## config.mk

```make
export PLATFORM = sky130hd
export DESIGN_NAME = rf_scoreboard
export DESIGN_NICKNAME = d
export VERILOG_FILES = /design/src/rtl/rf_scoreboard.sv
export SDC_FILE = /design/constraint.sdc
export NUM_CORES = 2
export LEC_CHECK = 0
export BUFFER_PORTS_ARGS = -buffer_cell sky130_fd_sc_hd__buf_2
export CELL_PAD_IN_SITES_DETAIL_PLACEMENT = 1
export CELL_PAD_IN_SITES_GLOBAL_PLACEMENT = 2
export CORE_UTILIZATION = 41
export DETAILED_ROUTE_END_ITERATION = 8
export PLACE_DENSITY_LB_ADDON = 0.1
export SYNTH_ARGS = -nofsm -noshare
export SYNTH_HDL_FRONTEND = slang
export SYNTH_SLANG_ARGS = --single-unit
```

## constraint.sdc

```tcl
create_clock -name clk -period 35.5 [get_ports clk]
set_input_delay 7.1 -clock clk [delete_from_list [all_inputs] [get_ports clk]]
set_output_delay 7.1 -clock clk [all_outputs]
set_load 0.005 [all_outputs]
```

## src/rtl/rf_scoreboard.sv

```systemverilog
// rf_scoreboard: 32x32 GPR file with write-through bypass and per-register
// pending-write counters that drive the decode-side RAW ready flags.
// Latency: reads and ready flags are combinational (0 cycles); writes and
// counter updates take effect on the next rising edge of clk.
// Backpressure: none; the write bus and the issue strobe are accepted every cycle.
//
// Ports:
//   clk, reset           clock and asynchronous active-high reset
//   ws_to_rf_bus[37:0]   {rf_we, rf_waddr[4:0], rf_wdata[31:0]} from write-back
//   ds_issue_valid/dest  instruction leaving decode and its destination (0 = none)
//   raddr1/2             read addresses
//   rdata1/2             read data (bypassed from the write bus)
//   rready1/2            operand has no outstanding write
//   pend_err             sticky counter overflow/underflow flag
module rf_scoreboard #(
    parameter int PEND_W = 2
) (
    input  logic        clk,
    input  logic        reset,
    input  logic [37:0] ws_to_rf_bus,
    input  logic        ds_issue_valid,
    input  logic [4:0]  ds_issue_dest,
    input  logic [4:0]  raddr1,
    input  logic [4:0]  raddr2,
    output logic [31:0] rdata1,
    output logic [31:0] rdata2,
    output logic        rready1,
    output logic        rready2,
    output logic        pend_err
);

    localparam logic [PEND_W-1:0] PEND_MAX  = '1;
    localparam logic [PEND_W-1:0] PEND_ZERO = '0;
    localparam logic [PEND_W-1:0] PEND_ONE  = PEND_W'(1);

    logic        rf_we;
    logic [4:0]  rf_waddr;
    logic [31:0] rf_wdata;
    assign {rf_we, rf_waddr, rf_wdata} = ws_to_rf_bus;

    // r0 is never written and never tracked.
    logic wr;
    logic iss;
    assign wr  = rf_we && (rf_waddr != 5'd0);
    assign iss = ds_issue_valid && (ds_issue_dest != 5'd0);

    logic [31:0] inc_vec;
    logic [31:0] dec_vec;
    assign inc_vec = iss ? (32'd1 << ds_issue_dest) : 32'd0;
    assign dec_vec = wr  ? (32'd1 << rf_waddr)      : 32'd0;

    logic [31:0]       regs_q [32];
    logic [PEND_W-1:0] pend_q [32];
    logic [PEND_W-1:0] pend_d [32];
    logic              pend_err_q;
    logic              pend_err_d;

    // Counter next-state. A simultaneous issue and retire cancel out, so the
    // boundary cases only apply when exactly one of them targets a register.
    always_comb begin
        pend_err_d = pend_err_q;
        for (int i = 0; i < 32; i++) begin
            pend_d[i] = pend_q[i];
            if (inc_vec[i] && !dec_vec[i]) begin
                if (pend_q[i] == PEND_MAX) begin
                    pend_err_d = 1'b1;
                end else begin
                    pend_d[i] = pend_q[i] + PEND_ONE;
                end
            end else if (dec_vec[i] && !inc_vec[i]) begin
                if (pend_q[i] == PEND_ZERO) begin
                    pend_err_d = 1'b1;
                end else begin
                    pend_d[i] = pend_q[i] - PEND_ONE;
                end
            end
        end
    end

    always_ff @(posedge clk or posedge reset) begin
        if (reset) begin
            for (int i = 0; i < 32; i++) begin
                regs_q[i] <= 32'd0;
                pend_q[i] <= PEND_ZERO;
            end
            pend_err_q <= 1'b0;
        end else begin
            // Data is written even when the counter underflows.
            if (wr) begin
                regs_q[rf_waddr] <= rf_wdata;
            end
            for (int i = 0; i < 32; i++) begin
                pend_q[i] <= pend_d[i];
            end
            pend_err_q <= pend_err_d;
        end
    end

    assign pend_err = pend_err_q;

    // Read port 1
    always_comb begin
        rdata1  = regs_q[raddr1];
        rready1 = 1'b0;
        if (raddr1 == 5'd0) begin
            rdata1  = 32'd0;
            rready1 = 1'b1;
        end else begin
            if (wr && (rf_waddr == raddr1)) begin
                rdata1 = rf_wdata;
            end
            // The last outstanding write retiring this cycle makes the operand
            // available through the bypass.
            if (pend_q[raddr1] == PEND_ZERO) begin
                rready1 = 1'b1;
            end else if ((pend_q[raddr1] == PEND_ONE) && wr && (rf_waddr == raddr1)) begin
                rready1 = 1'b1;
            end
        end
    end

    // Read port 2
    always_comb begin
        rdata2  = regs_q[raddr2];
        rready2 = 1'b0;
        if (raddr2 == 5'd0) begin
            rdata2  = 32'd0;
            rready2 = 1'b1;
        end else begin
            if (wr && (rf_waddr == raddr2)) begin
                rdata2 = rf_wdata;
            end
            if (pend_q[raddr2] == PEND_ZERO) begin
                rready2 = 1'b1;
            end else if ((pend_q[raddr2] == PEND_ONE) && wr && (rf_waddr == raddr2)) begin
                rready2 = 1'b1;
            end
        end
    end

endmodule
```

==> reports/results.txt <==
The run finished with clean final reports. The total negative slack is 0 ns. The fraction of the mapped netlist area in compound gates is 0.05678. Sorting the synthesized cells by area gives the leading types as dfrtp_1 44%, mux4_2 19%, mux2_2 14%, nand2_1 4.9%, mux2i_1 3.0%. Clock slew at the register clock pins of the worst setup and hold paths: 0.05 ns. The end point of the worst hold path was regs_q[1022]. The standard cell core area was 0.1480 mm^2; the post-synthesis simple-gate area fraction was 0.07608. In the synthesized netlist, the number of instances is 4835.

The combinational family with the most area after synthesis was multiplexers. STA classifies the critical path endpoint as a primary output. In this run, synthesis inferred 0 flip-flops with an integrated enable.

Counting along the longest clock path gives a buffer depth of 3. The later pin in the worst-skew pair is clocked with a latency of 0.76 ns. The slowest cell on the critical path is buf_4. TritonCTS built the clock tree.

The run gives 0 as the number of failing hold endpoints at the final stage. The logs give 19 for the initial antenna violation count and 341.3 mm for the first-pass GRT wire length. The number of hold buffers added after cts is 0.

Cell repeated most along the worst path: buf_4. Met1 track utilization from global routing: 0.4536. The die outline width is 388.5 um, and the synthesized cell area is 0.06124 mm^2.

At the worst endpoint, the required time is 28.40 ns. The tools report the number of gates resized after CTS as 0. The tools report the worst-case vdd ir drop as 47.27 uV. Arrival time of the worst setup path: 11.83 ns. Fraction of synthesized cell area in xor and xnor cells: 0.001430.

The congestion estimate from routability-driven global placement came to 0.8206. The run gives 135 as the total CTS buffers. Endpoint of the worst register-to-register path: pend_err. The hold path depth works out to 0. Power spread over the standard cell area amounts to 55.73 mW/mm^2. After layout, the minimum clock period comes to 18.93 ns. The run gives 0.3140 as the overall routing resource usage.

Setup repair after global routing left no endpoint under its margin. met2 is the most crowded layer. Via count of the first global-routing pass: 45220. The final route contains 42920 vias.

The worst-case clock skew is 0.01463 ns, and the number of port buffers is 122. Mux share of post-synthesis cell area: 0.3639. The element type at the critical path start is an input port. Summed over all layers, the routed wires come to 233.2 mm. For the met2 track utilization from global routing, the log shows 0.4825. The critical path goes through buf_8 > buf_12 > buf_4 > buf_4 > mux4_2 > and2_1 > a211oi_1 > a21oi_1 > a22oi_1 > o21ai_1 > buf_2. The tree is rooted in a clkbuf_16.

The via density per instance was 6.338. The post-CTS setup repair buffer count is 0. Setup violations remaining at the end of the flow were counted as 0. For the global routing usage on met3, the log shows 0.05372. Max-cap violations in this run came to 0. The initialized floorplan defines 141 standard-cell rows. Entering global routing, the biggest net connects 167 pins. The worst reg2reg path startpoint is pend_q[56].

The floorplan step defined a die boundary enclosing 0.1509 mm^2. The period utilization is 0.5333. For the warning count from the yosys run, the log shows 0.

On the worst path, the slowest cell contributes a delay of 0.84 ns. Overall overflow remaining after global route: 0. The origin of the worst min-delay path was regs_q[1022]. Among all cell types in the netlist, the one instantiated most often is dfrtp_1. Along the worst path, the maximum fanout reaches 96. The dominant register cell in the synthesized netlist was dfrtp_1.

The area share of fa/ha/maj cells after synthesis was 0.01308; the starting density of the core was 0.4138. The synthesized design spends more area on one cell type than any other, namely dfrtp_1. The analysis attributes to cell leakage a power of 30.17 nW. Tightest slew margin relative to the limit: 0.1270. For the deepest level of the CTS H-tree, the log shows 4. Counting instances in the post-synthesis netlist gives the leading cell types as 1089 x dfrtp_1, 794 x nand2_1, 753 x mux2_2.

Area growth from synthesis to layout: 10.43%. Yosys mapped the design onto 69 distinct sky130hd cell types. The area fraction of the dominant cell type after synthesis was 0.4450; the fraction of layout cells with a size suffix above 1 was 0.3680.

The number of nets in the layout is 4858. The critical path is of the in2out type. The startpoint of the most critical setup path is raddr2[0]. For the portion of the post-synthesis area used by sequential elements, the log shows 0.4450.

The number of max-slew violations in the final report was 0; the number of I/O pins was 123. Static timing analysis puts the maximum clock frequency at 52.82 MHz. Once detailed placement completed, the half-perimeter wirelength came to 131.3 mm. The number of remaining DRC errors is 0. Dividing the detail-routed wire length by the instance count gives 34.45 um. The count of nets left with antenna violations once routing finished came out at 0. The average instance area after synthesis came out at 12.67 um^2.

The async set-or-reset flop fraction in the synthesized netlist works out to 1.000. The worst register-to-register path has a setup slack of 33.11 ns. For the pin with the worst max-slew slack, the measured transition is 1.307 ns. The count of clock tree sinks came out at 1089. In this run the worst hold path is classified as reg2reg. Measured along the y axis, the die boundary spans 388.5 um.

The number of cells on the worst reg-to-reg path is 6. The tools report the violation count after the first detailed-route iteration as 3502. The final standard cell utilization of the core came out at 0.4569. The first detailed-routing pass ran for 5 iterations.

After synthesis the netlist holds a flip-flop and latch count of 1089.
==> layer usage <==
layer,vias up,wire [um]
li1,17680,-
met5,-,107
met3,342,13850
met1,23630,104900
met4,16,7288
met2,1253,107100
==> cell usage in the layout, fill, tap and decap left out, types with 36 or more instances in the layout <==
master / n
a221oi_1: 50
ha_1: 64
mux2i_1: 181
buf_2: 112
a22oi_1: 46
mux4_2: 528
inv_1: 83
o21ai_1: 37
mux2_2: 753
nor2b_1: 47
o21ai_0: 185
and2_1: 36
a21oi_1: 70
nand2_1: 779
clkbuf_16: 140
nor2_1: 73
buf_4: 106
nand3_1: 38
dfrtp_1: 1089
==> state kept, by name, summed over array words and instances, names as in the netlist <==
name	flops
regs_q	1024
pend_q	64
pend_err	1
==> worst max path at each step <==
stage / endpoint
floorplan: pend_err
global placement: rdata2[25]
detailed placement: rdata2[25]
CTS: rdata2[25]
global route: rdata2[25]
finish: rdata2[25]
==> report_power, final <==
part	switching, mW	internal (mW)	total (mW)
Sequential	0.173	1.46	1.64
Clock	0.576	0.829	1.41
Combinational	0.321	0.406	0.727
Total	1.07	2.70	3.77
==> kinds of logic after synthesis <==
group | after synthesis
adders and majority gates | 64
and+or+nand+nor | 1094
other | 2
buffers and inverters | 561
DFF | 1089
xor gates and xnor gates | 10
AOI/OAI and AO/OA | 544
muxes | 1471
==> through the flow <==
step	instance area, um^2	worst slack (ns)	cells	hold WS [ns]	power (mW)
floorplan	61250	13.38	4837	0.4413	2.159
global placement	63190	16.39	6531	0.3770	2.350
detailed placement	63190	16.42	6531	0.3845	2.381
CTS	67620	16.43	6767	0.3964	3.794
global route	67620	16.17	6768	0.4112	3.927
finish	67630	16.57	6771	0.3935	3.769
==> critical path, delay by kind of cell <==
kind / cells / cell delay (ns)
buffers and inverters: 5 / 2.96
AO/OA/AOI/OAI: 4 / 0.89
multiplexers: 1 / 0.57
AND/OR/NAND/NOR: 1 / 0.16
==> final cells by class <==
class                           instances  area, um^2
Multi-Input combinational cell       3187       31590
Clock buffer                          194        3936
Sequential cell                      1089       27250
Clock inverter                         42       496.7
Fill cell                           15010       80390
Timing Repair Buffer                  231        1570
Tap cell                             1930        2415
Inverter                               94       361.6
Antenna cell                            4       10.01
Note: power is estimated with default switching activity, not from simulation.
